==> src/rtl/fir_ctrl_pkg.sv <==
// Shared types and constants for the FIR coefficient controller.
// Holds the controller state encoding and the default bank geometry.
package fir_ctrl_pkg;

    typedef enum logic [1:0] {
        IDLE,
        PENDING,
        SWAP
    } state_t;

    localparam int NUM_TAPS = 31;
    localparam int COEFF_W  = 16;

    // Bits needed to index n entries, never less than one.
    function automatic int min_addr_w(input int n);
        return (n <= 2) ? 1 : $clog2(n);
    endfunction

endpackage

==> src/rtl/fir_coeff_ctrl_if.sv <==
// Software configuration port of the FIR coefficient controller.
// The master drives writes and commits, the slave reports status.
interface fir_cfg_if
    import fir_ctrl_pkg::*;
#(
    parameter int coeff_width = COEFF_W,
    parameter int addr_width  = 5
);

    logic                   cfg_wr_i;
    logic [addr_width-1:0]  cfg_addr_i;
    logic [coeff_width-1:0] cfg_data_i;
    logic                   cfg_commit_i;
    logic                   cfg_busy_o;
    logic                   cfg_err_o;
    logic                   swap_done_o;
    logic                   dirty_o;

    modport master (
        output cfg_wr_i,
        output cfg_addr_i,
        output cfg_data_i,
        output cfg_commit_i,
        input  cfg_busy_o,
        input  cfg_err_o,
        input  swap_done_o,
        input  dirty_o
    );

    modport slave (
        input  cfg_wr_i,
        input  cfg_addr_i,
        input  cfg_data_i,
        input  cfg_commit_i,
        output cfg_busy_o,
        output cfg_err_o,
        output swap_done_o,
        output dirty_o
    );

endinterface

==> src/rtl/fir_coeff_ctrl_bank.sv <==
// Shadow and active coefficient register banks.
// Shadow takes single-word writes; active copies shadow on swap.
module fir_coeff_bank
    import fir_ctrl_pkg::*;
#(
    parameter int coeff_width = COEFF_W,
    parameter int num_taps    = NUM_TAPS,
    parameter int addr_width  = 5
) (
    input  logic                            aclk,
    input  logic                            rst_i,
    input  logic                            wr_en,
    input  logic [addr_width-1:0]           wr_addr,
    input  logic [coeff_width-1:0]          wr_data,
    input  logic                            swap,
    output logic [num_taps*coeff_width-1:0] coeff_o
);

    logic [coeff_width-1:0] shadow [num_taps];
    logic [coeff_width-1:0] active [num_taps];

    always_ff @(posedge aclk) begin
        if (rst_i) begin
            for (int k = 0; k < num_taps; k++) begin
                shadow[k] <= '0;
                active[k] <= '0;
            end
        end else begin
            if (wr_en) begin
                shadow[wr_addr] <= wr_data;
            end
            if (swap) begin
                active <= shadow;
            end
        end
    end

    for (genvar k = 0; k < num_taps; k++) begin : g_flat
        assign coeff_o[k*coeff_width +: coeff_width] = active[k];
    end

endmodule

==> src/rtl/fir_coeff_ctrl.sv <==
// Run-time coefficient controller for the FIR filter: swaps the
// shadow bank into the active bank only at a frame edge or idle gap.
module fir_coeff_ctrl
    import fir_ctrl_pkg::*;
#(
    parameter int coeff_width  = COEFF_W,
    parameter int num_taps     = NUM_TAPS,
    parameter int addr_width   = 5,
    parameter int idle_timeout = 64
) (
    input  logic                            aclk,
    input  logic                            rst_i,
    fir_cfg_if.slave                        cfg,
    input  logic                            mon_tvalid_i,
    input  logic                            mon_tready_i,
    input  logic                            mon_tlast_i,
    output logic [num_taps*coeff_width-1:0] coeff_o
);

    localparam int CNT_W = min_addr_w(idle_timeout + 1);
    localparam logic [CNT_W-1:0] TO = CNT_W'(idle_timeout);
    localparam logic [addr_width:0] NT = (addr_width + 1)'(num_taps);

    state_t           state_q;
    state_t           state_n;
    logic [CNT_W-1:0] cnt_q;
    logic [CNT_W-1:0] cnt_inc;
    logic             boundary;
    logic             timeout_hit;
    logic             wr_ok;
    logic             err_n;
    logic             busy_q;
    logic             err_q;
    logic             done_q;
    logic             dirty_q;

    assign boundary = mon_tvalid_i & mon_tready_i & mon_tlast_i;
    assign cnt_inc  = (cnt_q == TO) ? cnt_q : cnt_q + 1'b1;

    // Fire on the edge where the count reaches the limit, not one later.
    assign timeout_hit = (idle_timeout != 0) && !mon_tvalid_i
                         && (cnt_inc == TO);

    assign wr_ok = cfg.cfg_wr_i && (state_q == IDLE)
                   && ({1'b0, cfg.cfg_addr_i} < NT);

    assign err_n = (cfg.cfg_wr_i && !wr_ok)
                   || (cfg.cfg_commit_i && (state_q != IDLE));

    always_comb begin
        state_n = state_q;
        unique case (state_q)
            IDLE: begin
                if (cfg.cfg_commit_i) state_n = PENDING;
            end
            PENDING: begin
                if (boundary || timeout_hit) state_n = SWAP;
            end
            SWAP: begin
                state_n = IDLE;
            end
            default: begin
                state_n = IDLE;
            end
        endcase
    end

    always_ff @(posedge aclk) begin
        if (rst_i) begin
            state_q <= IDLE;
            cnt_q   <= '0;
            busy_q  <= 1'b0;
            err_q   <= 1'b0;
            done_q  <= 1'b0;
            dirty_q <= 1'b0;
        end else begin
            state_q <= state_n;
            busy_q  <= (state_n != IDLE);
            err_q   <= err_n;
            done_q  <= (state_q == SWAP);
            if (state_q != PENDING || mon_tvalid_i) begin
                cnt_q <= '0;
            end else begin
                cnt_q <= cnt_inc;
            end
            if (state_q == SWAP) begin
                dirty_q <= 1'b0;
            end else if (wr_ok) begin
                dirty_q <= 1'b1;
            end
        end
    end

    assign cfg.cfg_busy_o  = busy_q;
    assign cfg.cfg_err_o   = err_q;
    assign cfg.swap_done_o = done_q;
    assign cfg.dirty_o     = dirty_q;

    fir_coeff_bank #(
        .coeff_width (coeff_width),
        .num_taps    (num_taps),
        .addr_width  (addr_width)
    ) u_bank (
        .aclk    (aclk),
        .rst_i   (rst_i),
        .wr_en   (wr_ok),
        .wr_addr (cfg.cfg_addr_i),
        .wr_data (cfg.cfg_data_i),
        .swap    (state_q == SWAP),
        .coeff_o (coeff_o)
    );

endmodule
==> src/flat_wrapper.sv <==
// flat-port wrapper written by rule: the top's interface ports become plain ports
module fir_coeff_ctrl_flat import fir_ctrl_pkg::*;
#(
    parameter int coeff_width  = COEFF_W,
    parameter int num_taps     = NUM_TAPS,
    parameter int addr_width   = 5,
    parameter int idle_timeout = 64
)
  (aclk, rst_i, mon_tvalid_i, mon_tready_i, mon_tlast_i, coeff_o, cfg_cfg_wr_i, cfg_cfg_addr_i, cfg_cfg_data_i, cfg_cfg_commit_i, cfg_cfg_busy_o, cfg_cfg_err_o, cfg_swap_done_o, cfg_dirty_o);
  fir_cfg_if #(.coeff_width(coeff_width), .addr_width(addr_width)) cfg_i ();
  input  logic aclk;
  input  logic rst_i;
  input  logic mon_tvalid_i;
  input  logic mon_tready_i;
  input  logic mon_tlast_i;
  output logic [num_taps*coeff_width-1:0] coeff_o;
  input wire logic [$bits(cfg_i.cfg_wr_i)-1:0] cfg_cfg_wr_i;
  input wire logic [$bits(cfg_i.cfg_addr_i)-1:0] cfg_cfg_addr_i;
  input wire logic [$bits(cfg_i.cfg_data_i)-1:0] cfg_cfg_data_i;
  input wire logic [$bits(cfg_i.cfg_commit_i)-1:0] cfg_cfg_commit_i;
  output wire logic [$bits(cfg_i.cfg_busy_o)-1:0] cfg_cfg_busy_o;
  output wire logic [$bits(cfg_i.cfg_err_o)-1:0] cfg_cfg_err_o;
  output wire logic [$bits(cfg_i.swap_done_o)-1:0] cfg_swap_done_o;
  output wire logic [$bits(cfg_i.dirty_o)-1:0] cfg_dirty_o;
  assign cfg_i.cfg_wr_i = cfg_cfg_wr_i;
  assign cfg_i.cfg_addr_i = cfg_cfg_addr_i;
  assign cfg_i.cfg_data_i = cfg_cfg_data_i;
  assign cfg_i.cfg_commit_i = cfg_cfg_commit_i;
  assign cfg_cfg_busy_o = cfg_i.cfg_busy_o;
  assign cfg_cfg_err_o = cfg_i.cfg_err_o;
  assign cfg_swap_done_o = cfg_i.swap_done_o;
  assign cfg_dirty_o = cfg_i.dirty_o;
  fir_coeff_ctrl #(.coeff_width(coeff_width), .num_taps(num_taps), .addr_width(addr_width), .idle_timeout(idle_timeout)) u_core (.aclk(aclk), .rst_i(rst_i), .cfg(cfg_i), .mon_tvalid_i(mon_tvalid_i), .mon_tready_i(mon_tready_i), .mon_tlast_i(mon_tlast_i), .coeff_o(coeff_o));
endmodule
==> config.mk <==
export PLATFORM = sky130hd
export DESIGN_NAME = fir_coeff_ctrl_flat
export DESIGN_NICKNAME = d
export VERILOG_FILES = /design/src/rtl/fir_ctrl_pkg.sv /design/src/rtl/fir_coeff_ctrl_if.sv /design/src/rtl/fir_coeff_ctrl_bank.sv /design/src/rtl/fir_coeff_ctrl.sv /design/src/flat_wrapper.sv
export SDC_FILE = /design/constraint.sdc
export NUM_CORES = 2
export LEC_CHECK = 0
export ABC_CLOCK_PERIOD_IN_PS = 2700
export CELL_PAD_IN_SITES_DETAIL_PLACEMENT = 1
export CELL_PAD_IN_SITES_GLOBAL_PLACEMENT = 1
export CORE_ASPECT_RATIO = 1.5
export CORE_MARGIN = 2
export CORE_UTILIZATION = 40
export CTS_CLUSTER_SIZE = 12
export DETAILED_ROUTE_END_ITERATION = 10
export PLACE_DENSITY = 0.8
export SLEW_MARGIN = 15
export SYNTH_ARGS = -nofsm -noshare
export SYNTH_HDL_FRONTEND = slang
export SYNTH_SLANG_ARGS = --single-unit
export TNS_END_PERCENT = 30
==> constraint.sdc <==
create_clock -name aclk -period 2.7 [get_ports aclk]
set_clock_uncertainty 0.15 [all_clocks]
set_input_delay 0.675 -clock aclk [delete_from_list [all_inputs] [get_ports aclk]]
set_output_delay 0.675 -clock aclk [all_outputs]
set_load 0.01 [all_outputs]
==> reports/results.tsv <==
stage	metric	value	unit
final_layout	postLayoutCellArea	42900	um^2
clock_tree	number_of_buffers_created_by_cts	96	
clock_tree	cts_hold_buffers	0	
critical_path	critical_path.max_fanout	2	
final_layout	final.fill_count	8809	
floorplanning	coreArea	80900	um^2
synth	yosys-mux-area-fraction	0	%
critical_path	worstPathBufferInverterCount	1	
synth	yosys.area_share.adder	0.0769	%
synth	synth-simple-area-share	13.3	%
timing	timing.hold.ws	0.191	ns
timing	final-setup-viol-count	0	
final_layout	nets	3947	
global_route	grt_pass1_vias	28576	
clock_tree	cts-root-to-sink-buffers	3	
critical_path	top_family_by_delay_on_critical_path	buffers and inverters	
placement	pre_cts_slack	-0.310	ns
global_route	grt_pass1_wl	179	mm
route	final_routed_wire_length_divided_by_cell_count	23.9	um
critical_path	cp_slowest_cell	sky130_fd_sc_hd__clkdlybuf4s50_1	
final_layout	finalCoreUtilization	53.1	%
timing	final.period_utilization	93.9	%
worst_hold_path	worstHoldPathType	in -> reg	
global_route	initial_antenna_violation_count	3	
timing	tightest_slew	0.873	ns
timing	report.final.slew_viol_count	0	
floorplanning	die_area	83700	um^2
critical_path	crit_required	1.88	ns
floorplanning	io_pins	528	
global_route	gr-total-overflow	0	
critical_path	cp_cell_sequence	clkdlybuf4s50_1	
placement	place.port_buffers	527	
critical_path	critical_path.max_stage_delay	0.59	ns
clock_tree	cts_max_level	3	
floorplanning	die_h	353	um
route	route.detailed.drc	0	
clock_tree	tritoncts_clock_tree	done	
clock_tree	cts_setup_buffers	0	
synth	synth-async-reset-ratio	0	%
final_layout	final_layout_size_suffix_gt1_share	7.96	%
final_layout	mostFrequentLayoutCell	sky130_fd_sc_hd__nand2_1	
floorplanning	initial_utilization	40.2	%
clock_tree	cts-root-buf	sky130_fd_sc_hd__clkbuf_16	
clock_tree	clk-insertion-delay-late	0.65	ns
route	firstDrtPassIters	5	
critical_path	critical_path_class	reg -> out	
final_layout	synthToLayoutAreaGrowth	31.9	%
synth	syn_inst	3421	
placement	placement_cell_area	40200	um^2
placement	half_perimeter_wire_length_after_detailed_placement	76.0	mm
synth	ys.flop_type	sky130_fd_sc_hd__dfxtp_1	
pwr	ir_drop	0.554	mV
timing	layout_min_cycle_time	2.54	ns
critical_path	endpoint_kind_of_the_worst_setup_timing_path	primary output	
synth	synth-xor-area-share	0.161	%
timing	timing.final.ws_setup	0.165	ns
synth	synth_sequential_area_ratio	61.8	%
clock_tree	reg_clk_slew_reported_paths	0.06	ns
final_layout	antenna_cells_inserted	0	
pwr	power_per_cell_area	659	nW/um^2
timing	timing_hold_violations_final	0	
synth	synth-compound-area-share	21.1	%
placement	place_congestion	0.784	
floorplanning	rows	128	
route	routed-via-count	27735	
timing	timing.max_slew.rel_slack	41.8	%
synth	synth_enable_flop_cells	0	
synth	mappedNetlistNets	3451	
synth	post_synth.cell_area_avg	9.52	um^2
synth	synth_top_family_by_area	compound AO/OA/AOI/OAI gates	
floorplanning	dieWidth	237	um
synth	synth.cell_area	32600	um^2
global_route	grt_max_degree	167	
job	timing.max_cap.violations	0	
route	first_iter_violations	1791	
critical_path	crit_path_start_kind	flip-flop	
synth	synth_seq_cells	1005	
synth	yosys_warnings	0	
clock_tree	cts.repair.resized	0	
route	drt.antenna.violating_nets	0	
critical_path	critPathArrivalTime	1.71	ns
route	wirelength	119	mm
final_layout	layout_common_cells	sky130_fd_sc_hd__nand2_1, sky130_fd_sc_hd__dfxtp_1, sky130_fd_sc_hd__clkdlybuf4s50_1	
status	run_status	completed	
route	drt-vias-per-instance	5.56	
global_route	track_usage	27.8	%
pwr	cell_leakage_power	0.0151	uW
synth	synth_cell_type_count	36	
clock_tree	cts_sinks	1005	
timing	rsz0062_at_grt	false	
timing	maxClockFrequency	0.394	GHz
cell usage after synthesis, types with 3 or more instances:
cell / number / area, um^2
sky130_fd_sc_hd__nor2_1: 36 / 135
sky130_fd_sc_hd__and3_1: 4 / 25.0
sky130_fd_sc_hd__or2_2: 8 / 50.1
sky130_fd_sc_hd__inv_1: 3 / 11.3
sky130_fd_sc_hd__nor2b_1: 3 / 18.8
sky130_fd_sc_hd__buf_2: 11 / 55.1
sky130_fd_sc_hd__xnor2_1: 5 / 43.8
sky130_fd_sc_hd__nand3b_1: 4 / 30.0
sky130_fd_sc_hd__a21oi_1: 499 / 2500
sky130_fd_sc_hd__buf_1: 7 / 26.3
sky130_fd_sc_hd__nand2_1: 1018 / 3820
sky130_fd_sc_hd__nor2_2: 6 / 37.5
sky130_fd_sc_hd__clkbuf_1: 272 / 1020
sky130_fd_sc_hd__or3_1: 3 / 18.8
sky130_fd_sc_hd__dfxtp_1: 1005 / 20100
sky130_fd_sc_hd__a22o_1: 496 / 4340
sky130_fd_sc_hd__nor3b_1: 4 / 30.0
sky130_fd_sc_hd__nand3_1: 11 / 55.1
worst paths after layout:
kind,startpoint,to,cells past startpoint,slack [ns]
worst max register to register,u_core.state_q[1],u_core.u_bank.shadow[23],9,0.52
worst max-delay path,u_core.u_bank.coeff_o[211],coeff_o[211],1,0.16
worst min register to register,u_core.u_bank.shadow[138],u_core.u_bank.shadow[138],2,0.30
worst min-delay path,cfg_cfg_data_i[14],u_core.u_bank.shadow[446],3,0.19
per-layer routing:
layer	part of all wire, %	wire length (um)	GRT usage, %
met4	4.5	5370	12.8
met3	5.9	6990	5.44
met1	41	48700	33.7
met2	49	58100	47.6
met5	0.023	28	0
layout make-up:
class,count,area [um^2],share of cell area [%]
clock buffers,119,2610,6.09
multi-input cells,2121,11300,26.4
well taps,1040,1300,3.03
repair buffers,690,7440,17.3
clock inverters,8,118,0.274
flip-flops and latches,1005,20100,46.9
inverters,3,11.3,0.0262
flip-flops by register name (all words and copies together) (netlist names):
register                count
u_core.cfg.dirty_o          1
u_core.cnt_q                7
u_core.state_q              2
u_core.cfg.cfg_err_o        1
u_core.cfg.swap_done_o      1
u_core.u_bank.shadow      496
u_core.cfg.cfg_busy_o       1
u_core.u_bank.coeff_o     496
kinds of logic after synthesis:
| logic type | Yosys count |
|---|---|
| XOR/XNOR | 6 |
| buffers and inverters | 295 |
| flip-flops | 1005 |
| AO/OA/AOI/OAI | 1001 |
| adder cells (fa/ha/maj) | 2 |
| AND/OR/NAND/NOR | 1112 |
per-stage QoR:
stage                     std cells  TNS, ns  total power (uW)
after floorplan                3421        0             15700
after global placement         4859   -86.79             16200
after detailed placement       4859  -101.05             16300
after CTS                      4986        0             28500
after global routing           4986        0             29100
final                          4986        0             28300
report_power, final:
part / switching (uW) / internal [uW]
clock network: 5540 / 6830
logic: 754 / 263
registers: 38.2 / 14900
No activity file was read; power rests on OpenSTA's default activity.
